File: config.mk
export PLATFORM = sky130hd
export DESIGN_NAME = titan_core_router
export DESIGN_NICKNAME = d
export VERILOG_FILES = /design/src/rtl/titan_core_router.sv
export SDC_FILE = /design/constraint.sdc
export NUM_CORES = 1
export LEC_CHECK = 0
export CELL_PAD_IN_SITES_DETAIL_PLACEMENT = 1
export CELL_PAD_IN_SITES_GLOBAL_PLACEMENT = 1
export CORE_AREA = 8 8 144 146
export DETAILED_ROUTE_END_ITERATION = 10
export DIE_AREA = 0 0 152 154
export PLACE_DENSITY = 0.86
export SLEW_MARGIN = 25
export SYNTH_ARGS = -nofsm -noshare
export SYNTH_HDL_FRONTEND = slang
export SYNTH_SLANG_ARGS = --single-unit
File: constraint.sdc
create_clock -name clk_i -period 3.4 [get_ports clk_i]
set_clock_uncertainty 0.1 [all_clocks]
set_input_delay 0.34 -clock clk_i [delete_from_list [all_inputs] [get_ports clk_i]]
set_output_delay 0.34 -clock clk_i [all_outputs]
set_load 0.01 [all_outputs]
File: src/rtl/titan_core_router.sv
// Routes one instruction_handler transaction to one of NUM_CORES core slots by address window.
// Optional statistics counters are enabled with `define TITAN_ROUTER_STATS_EN.
module titan_core_router #(
  parameter int          NUM_CORES      = 4,
  parameter int          WINDOW_BITS    = 4,
  parameter int          BASE_ADDRESS   = 0,
  parameter int          TIMEOUT_CYCLES = 255,
  parameter logic [31:0] ERR_RESULT     = 32'hFFFF_FFFF
) (
  input  logic                    clk_i,
  input  logic                    rst_i,
  input  logic                    req_valid_i,
  output logic                    req_ready_o,
  input  logic [7:0]              instruction_i,
  input  logic [23:0]             address_i,
  input  logic [31:0]             value_i,
  output logic [NUM_CORES-1:0]    core_sel_o,
  output logic [7:0]              core_instr_o,
  output logic [23:0]             core_addr_o,
  output logic [31:0]             core_value_o,
  input  logic [NUM_CORES-1:0]    core_ack_i,
  input  logic [32*NUM_CORES-1:0] core_result_i,
  output logic                    resp_valid_o,
  output logic [31:0]             result_o,
`ifdef TITAN_ROUTER_STATS_EN
  output logic [15:0]             stat_ok_o,
  output logic [15:0]             stat_err_o,
`endif
  output logic                    resp_err_o
);

  localparam int          IW       = (NUM_CORES > 1) ? $clog2(NUM_CORES) : 1;
  localparam int          CW       = (TIMEOUT_CYCLES > 1) ? $clog2(TIMEOUT_CYCLES + 1) : 1;
  localparam logic [23:0] BASE     = 24'(BASE_ADDRESS);
  localparam logic [23:0] OFF_MASK = 24'((1 << WINDOW_BITS) - 1);
  localparam logic [CW-1:0] LAST   = CW'(TIMEOUT_CYCLES - 1);

  typedef enum logic [1:0] {IDLE, ISSUE, WAIT, RESP} state_t;

  state_t         state;
  logic [IW-1:0]  idx;
  logic [CW-1:0]  cnt;
  logic [7:0]     instr;
  logic [23:0]    offset;
  logic [31:0]    value;
  logic [31:0]    result;
  logic           err;
  logic           resp_valid;
  logic           ready;
  logic [NUM_CORES-1:0] sel;

  // A 25-bit subtraction keeps addresses below the base from wrapping into a valid window.
  logic [24:0]    diff;
  logic [23:0]    slot;
  logic           hit;
  logic [IW-1:0]  slot_idx;
  logic           ack_sel;
  logic [31:0]    ack_result;

  assign diff       = {1'b0, address_i} - {1'b0, BASE};
  assign slot       = diff[23:0] >> WINDOW_BITS;
  assign hit        = !diff[24] && (slot < 24'(NUM_CORES));
  assign slot_idx   = slot[IW-1:0];
  assign ack_sel    = core_ack_i[idx];
  assign ack_result = core_result_i[32*idx +: 32];

  always_ff @(posedge clk_i or posedge rst_i) begin
    if (rst_i) begin
      state      <= IDLE;
      idx        <= '0;
      cnt        <= '0;
      instr      <= '0;
      offset     <= '0;
      value      <= '0;
      result     <= '0;
      err        <= 1'b0;
      resp_valid <= 1'b0;
      ready      <= 1'b1;
      sel        <= '0;
    end else begin
      sel        <= '0;
      resp_valid <= 1'b0;
      case (state)
        IDLE: begin
          if (req_valid_i && ready) begin
            instr <= instruction_i;
            value <= value_i;
            ready <= 1'b0;
            if (hit) begin
              idx    <= slot_idx;
              offset <= diff[23:0] & OFF_MASK;
              sel    <= NUM_CORES'(1) << slot_idx;
              state  <= ISSUE;
            end else begin
              result     <= ERR_RESULT;
              err        <= 1'b1;
              resp_valid <= 1'b1;
              state      <= RESP;
            end
          end
        end
        ISSUE: begin
          cnt <= '0;
          if (ack_sel) begin
            result     <= ack_result;
            err        <= 1'b0;
            resp_valid <= 1'b1;
            state      <= RESP;
          end else begin
            state <= WAIT;
          end
        end
        WAIT: begin
          // An ack arriving on the final counted cycle still beats the timeout.
          if (ack_sel) begin
            result     <= ack_result;
            err        <= 1'b0;
            resp_valid <= 1'b1;
            state      <= RESP;
          end else if (cnt == LAST) begin
            result     <= ERR_RESULT;
            err        <= 1'b1;
            resp_valid <= 1'b1;
            state      <= RESP;
          end else begin
            cnt <= cnt + 1'b1;
          end
        end
        RESP: begin
          ready <= 1'b1;
          state <= IDLE;
        end
        default: begin
          ready <= 1'b1;
          state <= IDLE;
        end
      endcase
    end
  end

  assign req_ready_o  = ready;
  assign core_sel_o   = sel;
  assign core_instr_o = instr;
  assign core_addr_o  = offset;
  assign core_value_o = value;
  assign resp_valid_o = resp_valid;
  assign result_o     = result;
  assign resp_err_o   = err;

`ifdef TITAN_ROUTER_STATS_EN
  logic [15:0] stat_ok;
  logic [15:0] stat_err;

  // Saturating response counters, split by the error flag of each response.
  always_ff @(posedge clk_i or posedge rst_i) begin
    if (rst_i) begin
      stat_ok  <= '0;
      stat_err <= '0;
    end else if (resp_valid) begin
      if (err) begin
        if (stat_err != 16'hFFFF) stat_err <= stat_err + 16'd1;
      end else begin
        if (stat_ok != 16'hFFFF) stat_ok <= stat_ok + 16'd1;
      end
    end
  end

  assign stat_ok_o  = stat_ok;
  assign stat_err_o = stat_err;
`endif

endmodule
Word level (Yosys, flattened, before mapping):

Index checks and enable logic that the tools add are counted.

* mux-type cells: 34
* order comparisons: 2
* reductions and logical operators: 11
* eq/ne operators: 10
* shift-type cells: 2
* $add $sub $neg: 1

Operators with widths (number)
* two-way mux 32 bit: 5
* indexed part select 128 x 8 -> 32 bit: 1
* case mux 32 bit (3 select lines): 1
* less-than comparator 20 x 3 -> 1 bit, second input constant: 1
* two-way mux 8 bit: 2
* case mux 8 bit (2 select lines): 1
* two-way mux 1 bit: 13
* two-way mux 4 bit: 3
* inequality test 2 bit, second input constant: 5
* adder 8 x 1 -> 8 bit, second input constant: 1
* == test 8 bit, second input constant: 1
* two-way mux 2 bit: 4
* case mux 2 bit (4 select lines): 1
* case mux 1 bit (3 select lines): 2
* AND reduction 2 bit: 3
* AND reduction 3 bit: 2
* AND reduction 5 bit: 1
* == test 2 bit, second input constant: 2
* nonzero test 2 bit: 2
* << shifter 1 x 2 -> 4 bit, first input constant: 1
* less-than comparator 2 x 3 -> 1 bit, second input constant: 1
* inequality test 3 bit, second input constant: 1
* nonzero test 3 bit: 1
* binary-select mux 1 bit (select 2 bit): 1
* other kinds (4): 4

* input bits: 199
* register bits after elaboration: 95
* logic and storage cells: 71

Depth between registers and ports, before layout:

Gate-level depths: netlist of run 1.

* depth after elaboration: 4
* gate-level depth with buffers: 8
* mapped depth without buffers: 6

Worst setup path before layout of run 1:

OpenSTA, ideal clock, no wires.

* path kind: register to register
* from: register state[0]
* to: register result[0] (netlist: result_o[0])
* arrival: 2057 ps
* slack: 1118 ps
* data required time: 3175 ps
* stages on the path, launching flop included: 8
* library setup time: 125 ps
* buffers on the path: 1
* cells stage by stage: dfrtp_1 -> inv_1 -> ha_1 -> a21boi_0 -> or2_2 -> a311oi_4 -> buf_6 -> mux2_4

* word-level cells in the longest chain between the ends: 3
* elaborated cells between the ends (all ways): 10
* classes of those cells: eq/ne (6); mux (1); reduce/logical (3)

Ends and longest elaborated chain
* from (decl): line 40 `state_t state;`
* from (signal assigned): line 69 `state <= IDLE;`
* from (signal assigned): line 93 `state <= ISSUE;`
* from (signal assigned): line 98 `state <= RESP;`
* == test 2 bit (tied with other cells): line 83 `case (state)`
* inequality test 3 bit (no line) (tied with other cells)
* AND reduction 5 bit (no line)
* to (signal assigned): line 105 `result <= ack_result;`
* to (signal assigned): line 116 `result <= ack_result;`
* to (decl): line 46 `logic [31:0] result;`

Parallel ways exist; a longest one is shown, timed or not.
A chain may end at the register's enable or synchronous reset.

Worst setup path in the final report of run 1:

* from: register state[0]
* to: register result[31] (netlist: result_o[31])

Same word-level chain as after synthesis.

==> impl_metrics.json, run 1 <==
{
  "tightest_slew_ns": 0.815,
  "stdcell_count": 916,
  "worst_ep_arrival_time_ns": 2.91,
  "setup_viol": 0,
  "slowest_delay_ns": 0.52,
  "vias": 4457,
  "cts.htree.levels": 3,
  "gp_congestion": 0.846,
  "reg2reg_from": "state[0]",
  "reg2reg_depth": 7,
  "hp-class": "input pin to asynchronous set/reset pin",
  "port_buffers": 281,
  "cp-start-kind": "flip-flop",
  "yosys_warnings": 0,
  "synthMuxAreaShare": 0.325,
  "synth-simple-area-share": 0.0515,
  "r2r_end": "result_o[31]",
  "wire_per_inst_um": 21.8,
  "clock_latency_ns": 0.34,
  "start_util": 0.283,
  "path_cells": "inv_1 > ha_1 > a21boi_0 > or2_2 > a311oi_4 > buf_4 > mux2_2",
  "p_leak_nw": 3.35,
  "rsz0062_at_grt": "no",
  "clk_pin_slew_worst_paths_ns": 0.08,
  "synth_top_area_share": 0.450,
  "synth_xor_area_frac": 0,
  "cts_buffers": 9,
  "yosys-top-cells-count": "dfrtp_1 (94), mux2i_1 (66), mux2_2 (50), o221ai_1 (32), mux2_4 (30)",
  "utilization": 0.462,
  "stdcell_area_um2": 8520,
  "drv_slew": 0,
  "dr.first_iter.drc_count": 70,
  "cts_tree": "yes",
  "dieArea_um2": 23400,
  "cts.hold.buffers_added": 0,
  "dp_worst_setup_slack_ns": 0.568,
  "vdd_drop_max_v": 0.000420,
  "worst-path-max-fanout": 33,
  "fin_crit_ns": 2.78,
  "cts_num_sinks": 95,
  "core_um2": 18500,
  "place_area_um2": 8210,
  "worst_path_max_delay_cell": "buf_4",
  "grt_util_all_layers": 0.167,
  "regArea_um2": 2380,
  "ys_ff_latch": 95,
  "grt_max_degree": 66,
  "detail_route.first_pass.iterations": 5,
  "max-slew-margin-rel": 0.456,
  "antenna_found_initial": 1,
  "ys.flop_type": "dfrtp_1",
  "clock_path_buffers": 2,
  "ant_nets": 0,
  "synth_area_um2": 5230,
  "grt_pass1_vias": 5151,
  "die_w_um": 152,
  "cts_resized": 0,
  "ys_types": 45,
  "synth_edf_count": 0,
  "syn_avg_cell_area_um2": 12.9,
  "diodes": 0,
  "fillerInstances": 1936,
  "synth_cells": 405,
  "min_period_over_period": 0.819,
  "postCtsSetupRepairBufs": 0,
  "cap_viol_max_count": 0,
  "timing.fmax_mhz": 359,
  "io_pins": 302,
  "synth-compound-area-share": 0.0934,
  "area_growth_pct": 63.1,
  "synth_area_leaders": "dfrtp_1 (45%), mux2i_1 (13%), mux2_2 (11%)",
  "die_y_um": 154,
  "reg2reg_slack_ns": 0.62,
  "placedCellCount": 900,
  "async_reset_ff_frac": 1.00,
  "fin_nets": 883,
  "synth_top_family_by_area": "multiplexers",
  "p_per_area_nw_per_um2": 777,
  "hpwlAfterDp_um": 16000,
  "crit_type": "flip-flop to flip-flop",
  "multi_input_area_um2": 2620,
  "status": "completed",
  "drc": 0,
  "final.setup.tns_ns": 0,
  "total_power_mw": 6.62,
  "end_kind": "flip-flop",
  "hold_violations": 0,
  "synth_area_leader_cell": "dfrtp_1",
  "fin_ws_ns": 0.616,
  "routed_wl_um": 19900,
  "rows": 50,
  "synth_most_common_cell": "dfrtp_1",
  "timing.hold.ws_ns": 0.342,
  "worstPathRequired_ns": 3.52,
  "grt_pass1_wl_um": 31100,
  "synth-adder-area-share": 0.0168,
  "cts_root_buf": "clkbuf_16",
  "viasPerCell": 4.87,
  "overflow": 0,
  "drive_gt1_frac": 0.170,
  "seq_area_frac_synth": 0.455
}
==> routing by layer <==
layer  vias to the layer above  wire length (um)  global-route usage
met4                         2               229              0.0409
li1                       2030                 -                   -
met5                         -                 7                   0
met3                        16              2250              0.0813
met2                       235              9620               0.284
met1                      2174              7820               0.184
==> worst max-delay path by stage <==
stage	depth (start not counted)	to	from
2_1_floorplan	1	cnt[0]	rst_i
3_3_place_gp	6	result_o[30]	core_ack_i[1]
3_5_place_dp	6	result_o[30]	core_ack_i[1]
4_1_cts	7	result_o[31]	state[0]
5_1_grt	7	result_o[31]	state[0]
6_report	7	result_o[31]	state[0]
==> area by class of cell <==
class / count / share of cell area
Clock buffer: 9 / 0.0264
Clock inverter: 7 / 0.0101
Inverter: 8 / 0.00382
Multi-Input combinational cell: 275 / 0.308
Sequential cell: 95 / 0.280
Tap cell: 234 / 0.0344
Timing Repair Buffer: 288 / 0.338
==> where the power goes <==
group          leakage (nW)  total (mW)  internal [mW]  switching [mW]
logic                  2.07        3.64           2.11            1.52
clock network         0.150        1.07          0.588           0.481
registers              1.13        1.92           1.63           0.290
total                  3.35        6.62           4.33            2.29
==> placed cells by master (no fill, tap or decap), drive strengths merged, types with 5 or more instances in the layout <==
cell type and instances:
a21oi 5, nand2 8, dfrtp 94, inv 12, o221ai 32, mux2i 66
a31oi 5, mux2 80, clkdlybuf4s50 281, or4 5, nand3 6, ha 7
buf 7, clkbuf 9, conb 20
==> kinds of logic (layout without fill, tap and decap cells) <==
kind of cell | count (synthesis) | after routing
other | 1 | 20
buffers and inverters | 54 | 312
AO/OA/AOI/OAI | 59 | 59
adder cells (fa/ha/maj) | 7 | 7
flip-flops | 95 | 95
multiplexers | 147 | 147
AND/OR/NAND/NOR | 42 | 42
==> flip-flops by register name, summed over array words and instances, names as in the netlist <==
name and count:
resp_err_o 1, idx 2, cnt 8, core_addr_o 4, core_instr_o 8, result_o 32
core_sel_o 4, core_value_o 32, resp_valid_o 1, state 2, req_ready_o 1
==> worst max-delay path: cells and delay by family, from the launching register on <==
family | cells | cell delay (ns)
buffers and inverters | 2 | 0.64
DFF | 1 | 0.44
AOI/OAI and AO/OA | 2 | 0.40
muxes | 1 | 0.40
and+or+nand+nor | 1 | 0.34
adders and majority gates | 1 | 0.30
(Power assumes the default switching activity.)
==> run 2: changes to the inputs <==
Clock period 3.4 ns to 2.7 ns, I/O delays scaled along.
==> run 2 against run 1 <==
Hold slack got worse by 0.010 ns. Combinational power up 29%. Sequential power rose by 26%. Fmax is 11% higher. Largest cell class unchanged. Clock power up 30%. First-iteration DRC count rose by 44%.
==> impl_metrics.json, run 2 (synthesis results as in run 1) <==
{
  "diodes": 0,
  "postCtsSetupRepairBufs": 0,
  "core_um2": 18500,
  "rsz0062_at_grt": "no",
  "cap_viol_max_count": 0,
  "drc": 0,
  "routed_wl_um": 19800,
  "vdd_drop_max_v": 0.000519,
  "layout_common_cells": "clkdlybuf4s50_1 (281), dfrtp_1 (93), mux2i_1 (66)",
  "gp_congestion": 0.830,
  "fin_nets": 884,
  "hold_violations": 0,
  "timing.fmax_mhz": 397,
  "worst-path-max-fanout": 33,
  "rows": 50,
  "clk_pin_slew_worst_paths_ns": 0.07,
  "utilization": 0.466,
  "min_period_over_period": 0.932,
  "end_kind": "flip-flop",
  "area_growth_pct": 64.5,
  "io_pins": 302,
  "status": "completed",
  "dr.first_iter.drc_count": 101,
  "crit_type": "flip-flop to flip-flop",
  "mostFrequentLayoutCell": "clkdlybuf4s50_1",
  "die_w_um": 152,
  "setup_viol": 0,
  "fillerInstances": 1933,
  "p_per_area_nw_per_um2": 987,
  "start_util": 0.283,
  "clock_path_buffers": 2,
  "timing.hold.ws_ns": 0.332,
  "hpwlAfterDp_um": 15900,
  "port_buffers": 281,
  "overflow": 0,
  "cts_buffers": 9,
  "ant_nets": 0,
  "detail_route.first_pass.iterations": 4,
  "die_y_um": 154,
  "total_power_mw": 8.49,
  "vias": 4474,
  "drive_gt1_frac": 0.170,
  "grt_pass1_vias": 5195,
  "cp-start-kind": "flip-flop",
  "cts_tree": "yes",
  "viasPerCell": 4.88,
  "clock_latency_ns": 0.34,
  "antenna_found_initial": 0,
  "drv_slew": 0,
  "hp-class": "input pin to asynchronous set/reset pin",
  "dieArea_um2": 23400,
  "final.setup.tns_ns": 0,
  "p_leak_nw": 3.38,
  "cts_resized": 0,
  "fin_crit_ns": 2.52,
  "cts_num_sinks": 95,
  "cts.htree.levels": 3,
  "grt_max_degree": 96,
  "worst_ep_arrival_time_ns": 2.64,
  "cts_root_buf": "clkbuf_16",
  "max-slew-margin-rel": 0.663,
  "tightest_slew_ns": 0.505,
  "cts.hold.buffers_added": 0,
  "grt_util_all_layers": 0.167,
  "wire_per_inst_um": 21.6,
  "worstPathRequired_ns": 2.82,
  "grt_pass1_wl_um": 31100
}
## run 2: cell types whose count changed in the layout (fill, tap and decap cells not counted), sizes merged
cell and change:
bufinv +1, inv -3, buf +1, clkinv +1
## run 2: layout make-up
type,count,area [um^2],area share
Multi-Input combinational cell,275,2620,0.305
Inverter,8,33.8,0.00393
Timing Repair Buffer,289,2950,0.343
Clock buffer,9,225,0.0262
Clock inverter,6,93.8,0.0109
Sequential cell,95,2380,0.277
Tap cell,234,293,0.0341
## run 2: critical path: stages, from the launching register on
cell and delay, ns:
dfrtp_1 0.43, inv_1 0.10, ha_1 0.29, a21boi_0 0.19, or2_2 0.33, a311oi_4 0.25
buf_12 0.28, mux2_2 0.37
## run 2: stage by stage
step	instance area, um^2	worst slack [ns]	cells
after detailed placement	8280	0.0413	901
after CTS	8600	0.174	916
final	8600	0.184	916
after floorplan	5300	0.418	424
after global placement	8280	0.103	901
after global routing	8600	0.0579	916
## run 2: final timing paths
kind                           from      endpoint  slack [ns]  cells after the start
min in group clk_i           cnt[5]        cnt[5]        0.39                      1
hold reg to reg              cnt[5]        cnt[5]        0.39                      1
hold / removal                rst_i   result_o[3]        0.33                      3
setup / recovery           state[0]  result_o[31]        0.18                      7
setup reg to reg           state[0]  result_o[31]        0.18                      7
max in group asynchronous     rst_i        idx[1]        1.76                      3
## run 2: power by group
group	internal, mW	total, mW	switching [mW]
Sequential	2.05	2.41	0.365
Combinational	2.76	4.69	1.93
Clock	0.817	1.39	0.569
## run 2: layer usage
metal | track usage | vias up | routed length (um)
met5 | 0 | - | 0
met4 | 0.0428 | 0 | 246
met3 | 0.0681 | 15 | 1860
met2 | 0.286 | 224 | 9460
met1 | 0.189 | 2201 | 8220
li1 | - | 2034 | -
==> run 3: changes to the inputs <==
Settings changed: CORE_AREA 8 8 144 146 to 8 8 151 153, DIE_AREA 0 0 152 154 to 0 0 159 161, HOLD_SLACK_MARGIN from default to 0.15, PLACE_DENSITY 0.86 to 0.82.
Clock period 2.7 ns to 2.1 ns, I/O delays scaled along.
==> run 3 against run 2 <==
The run now ends with setup timing left. Via count rose by 1.7%. Cell count increased by 8.5%. First-iteration DRC count rose by 14%. Sequential power up 27%. Power rose by 37%. Utilization is 2.5 points lower. Non-clock buffer count is 36 higher. Hold slack lost 0.10 ns. Critical path depth did not move. Global-route usage decreased by 1.0 points. Clock-buffer cell count rose by 3. Die area rose by 9.4%. Largest cell class unchanged. Largest power group unchanged.
==> impl_metrics.json, run 3 (synthesis results as in run 1) <==
{
  "cts.htree.levels": 3,
  "ant_nets": 0,
  "viasPerCell": 4.58,
  "place_area_um2": 8570,
  "worst_path_max_delay_cell": "dfrtp_2",
  "antenna_found_initial": 0,
  "slowest_delay_ns": 0.44,
  "cp-start-kind": "flip-flop",
  "regArea_um2": 2380,
  "rsz0062_at_grt": "yes",
  "clock_latency_ns": 0.34,
  "port_buffers": 281,
  "tightest_slew_ns": 0.588,
  "grt_util_all_layers": 0.157,
  "multi_input_area_um2": 2700,
  "clk_pin_slew_worst_paths_ns": 0.07,
  "gp_congestion": 0.762,
  "critical_path.top_delay_family": "flip-flops",
  "overflow": 0,
  "p_leak_nw": 3.59,
  "die_w_um": 159,
  "path_cells": "ha_4 > and4b_2 > a211oi_4 > a311oi_4 > buf_6 > clkbuf_16 > mux2_4",
  "placedCellCount": 967,
  "cts.hold.buffers_added": 0,
  "p_per_area_nw_per_um2": 1280,
  "vias": 4551,
  "stdcell_count": 994,
  "core_um2": 20600,
  "hpwlAfterDp_um": 16100,
  "drc": 0,
  "area_growth_pct": 73.3,
  "fin_nets": 920,
  "grt_max_degree": 96,
  "min_period_over_period": 1.04,
  "end_kind": "flip-flop",
  "timing.fmax_mhz": 456,
  "clock_path_buffers": 2,
  "path_buf_inv": 2,
  "diodes": 0,
  "hp-class": "input pin to asynchronous set/reset pin",
  "crit_type": "flip-flop to flip-flop",
  "worst_ep_arrival_time_ns": 2.32,
  "hold_violations": 0,
  "dr.first_iter.drc_count": 115,
  "routed_wl_um": 20600,
  "fin_ws_ns": -0.0924,
  "io_pins": 302,
  "fin_crit_ns": 2.19,
  "drive_gt1_frac": 0.227,
  "drv_slew": 0,
  "worstPathRequired_ns": 2.23,
  "cts_root_buf": "clkbuf_16",
  "grt_pass1_vias": 5238,
  "layout_common_cells": "clkdlybuf4s50_1 (281), dfrtp_1 (92), mux2i_1 (66)",
  "grt_pass1_wl_um": 31500,
  "die_y_um": 161,
  "worst-path-max-fanout": 6,
  "rows": 53,
  "setup_viol": 33,
  "cts_tree": "yes",
  "cts_num_sinks": 95,
  "start_util": 0.254,
  "wire_per_inst_um": 20.7,
  "cts_buffers": 9,
  "fillerInstances": 2193,
  "dieArea_um2": 25600,
  "mostFrequentLayoutCell": "clkdlybuf4s50_1",
  "vdd_drop_max_v": 0.000508,
  "reg2reg_slack_ns": -0.09,
  "timing.hold.ws_ns": 0.230,
  "violations": "setup timing",
  "status": "finished with violations",
  "max-slew-margin-rel": 0.608,
  "stdcell_area_um2": 9060,
  "detail_route.first_pass.iterations": 6,
  "cap_viol_max_count": 0
}
==> run 3: changes by cell type in the layout (fill, tap and decap cells not counted), moves of 2 or more <==
cell / before / now
buf_12: 6 / 8
buf_16: 0 / 2
buf_4: 2 / 31
bufinv_16: 2 / 0
clkbuf_8: 0 / 2
ha_1: 7 / 4
ha_4: 0 / 2
inv_1: 7 / 5
inv_2: 0 / 2
mux2_2: 50 / 47
mux2_4: 30 / 33
==> run 3: final timing paths <==
path	start	end	cells after the start
worst min register to register	cnt[5]	cnt[5]	1
min in group clk_i	value_i[28]	core_value_o[28]	2
worst max register to register	state[0]	result_o[19]	7
worst max-delay path	state[0]	result_o[19]	7
worst min-delay path	rst_i	core_instr_o[0]	3
max in group asynchronous	rst_i	idx[1]	3
==> run 3: final cells by class <==
| type | count | share of cell area |
|---|---|---|
| inverter | 8 | 0.00373 |
| clock buffer | 12 | 0.0283 |
| multi-input combinational | 275 | 0.298 |
| clock inverter | 4 | 0.00331 |
| tap | 275 | 0.0380 |
| timing repair buffer | 325 | 0.366 |
| sequential | 95 | 0.263 |
==> run 3: power breakdown <==
group	switching, mW	total (mW)	internal [mW]
clock network	0.734	1.61	0.872
registers	0.438	3.07	2.63
logic	2.73	6.93	4.20
total	3.90	11.6	7.70
==> run 3: metal layers <==
layer / GRT usage / routed length (um) / vias to the layer above
li1: - / - / 2103
met1: 0.182 / 8710 / 2220
met2: 0.270 / 9980 / 216
met3: 0.0570 / 1640 / 12
met4: 0.0364 / 211 / 0
met5: 0 / 0 / -
==> run 3: metrics by stage <==
stage           util  setup TNS (ns)  power [mW]  setup slack [ns]
2_1_floorplan      -           -2.39        6.49           -0.0798
3_3_place_gp   0.417          -13.47        9.40            -0.363
3_5_place_dp   0.417          -14.72        9.57            -0.396
4_1_cts        0.438           -2.27        11.7           -0.0913
5_1_grt        0.441           -4.03        12.3            -0.135
6_report       0.441           -2.27        11.6           -0.0924
==> run 3: worst reg2reg max path, delay by kind of cell (launching register included) <==
| family | cells | cell delay, ns |
|---|---|---|
| flops | 1 | 0.44 |
| mux | 1 | 0.29 |
| fa+ha+maj | 1 | 0.18 |
| simple gates | 1 | 0.31 |
| buf+inv | 2 | 0.41 |
| compound gates | 2 | 0.35 |
==> run 3: timing repair <==
item                                    in CTS  in global routing
cloned                                       2                  1
endpoints found under the setup margin      33                 36
gates resized for setup                     13                  5
buffers inserted                             6                  2
pin swaps                                    4                  1
==> edit: new RTL, flow settings as in run 3 <==
The option `TITAN_ROUTER_STATS_EN` is turned on by a define.
--- a/src/rtl/titan_core_router.sv
+++ b/src/rtl/titan_core_router.sv
@@ -1,5 +1,7 @@
 // Routes one instruction_handler transaction to one of NUM_CORES core slots by address window.
 // Optional statistics counters are enabled with `define TITAN_ROUTER_STATS_EN.
+`define TITAN_ROUTER_STATS_EN
+
 module titan_core_router #(
   parameter int          NUM_CORES      = 4,
   parameter int          WINDOW_BITS    = 4,
Behaviour (old outputs only; new: stat_err_o and stat_ok_o): unchanged (Yosys induction, for registers that start in step).
==> edit against run 3 <==
The flow still finishes with violations (negative setup slack); final area rose by 23%; count of clock-buffer cells in the layout up 8; utilization is 10 points higher; area after synthesis up 26%; sequential cell count up 32; sequential power increased by 28%; final cell count grew 19%; power grew 25%; die area is the same; routed wire length is 21% higher; non-clock buffer count increased by 39; setup slack got worse by 0.043 ns; critical path type unchanged.
==> edit: results (changes against run 3) <==
run_status:
  run_status: "complete, but fails checks"  # unchanged
  violations: "negative setup slack"  # unchanged
routing:
  wl_um: 24900  # was 20600 um
  drt_pass1_iterations: 4  # was 6
  viasPerCell: 4.88  # was 4.58
  routed-wl-met2_um: 13600  # was 9980 um
  dr.first_iter.drc_count: 199  # was 115
yosys:
  syn_inst: 542  # was 405
  yosysSeqAreaShare_pct: 48.1  # was 45.5%
final_layout:
  finalNonFillerCells: 1181  # was 994
  drive_above_1_share_pct: 23.0  # was 22.7%
  nNetsFinal: 1101  # was 920
  fill_cells: 2128  # was 2193
setup_path:
  critPathMaxFanout: 7  # was 6
  timing.rr.end: "result_o[11]$_DFFE_PP0P_"  # was result_o[19]$_DFFE_PP0P_
  cp-startpoint: "idx[0]$_DFFE_PP0P_"  # was state[0]$_DFFE_PP0P_
  cp_data_arrival_time_ns: 2.44  # was 2.32 ns
  cp-endpoint: "result_o[11]$_DFFE_PP0P_"  # was result_o[19]$_DFFE_PP0P_
  critPathTopFamily: "multiplexers"  # was flip-flops
  max_stage_delay_ns: 0.42  # was 0.44 ns
global_route:
  grt.met2_usage_pct: 36.5  # was 27.0%
  met1_usage_pct: 19.5  # was 18.2%
  grt_pass1_wl_um: 39200  # was 31500 um
  grt_max_degree: 59  # was 96
  grt_pass1_vias: 6799  # was 5238
  gr-usage-all-layers_pct: 19.5  # was 15.7%
place:
  placed_area_mm2: 0.0103  # was 0.00857 mm2
  gp_congestion: 0.759  # was 0.762
  dp_slack_ns: -0.339  # was -0.396 ns
  portBuffers: 313  # was 281
  dp_hpwl_um: 19600  # was 16100 um
pwr:
  clk-power_mw: 3.13  # was 1.61 mW
  power_frac_comb_pct: 51.3  # was 59.7%
  power_mw: 14.5  # was 11.6 mW
  vdd_drop_max_v: 0.000654  # was 0.000508 V
cts:
  cts_resized: 12  # was 13
  post_cts_buffers: 2  # was 6
  htreeDepth: 4  # was 3
  clk-insertion-delay-late_ns: 0.42  # was 0.34 ns
sta:
  setup_viol: 36  # was 33
  holdWs_ns: 0.194  # was 0.230 ns
  fin_setup_tns_ns: -3.93  # was -2.27 ns
  fin_ws_ns: -0.136  # was -0.0924 ns
[edit: cell count changes in the layout (fill, tap and decap cells not counted), sizes merged, moves of 32 or more]
cell                  run 3  this run
clkdlybuf4s50           281       313
dfrtp                    94       126
mux2i                    66         0
mux4                      1        33
nand2                     8        56
o21ai                     4        46
o221ai                   32         0
[edit: cells by family after synthesis]
family          Yosys count  share of synthesized area (%)
flops                   127                           48.1
other cells               1                         0.0568
compound gates           67                           6.10
buf+inv                  60                           5.15
xor+xnor                 29                           3.85
simple gates            136                           10.1
fa+ha+maj                 8                           1.52
mux                     114                           25.1
[edit: cell type report]
type / count / area, um2 / share of cell area, %
clock buffer: 20 / 467 / 4.18
inverter: 10 / 41.3 / 0.370
multi-input combinational: 374 / 3300 / 29.6
sequential: 127 / 3180 / 28.5
timing repair buffer: 364 / 3660 / 32.8
clock inverter: 11 / 154 / 1.38
tap: 275 / 344 / 3.09
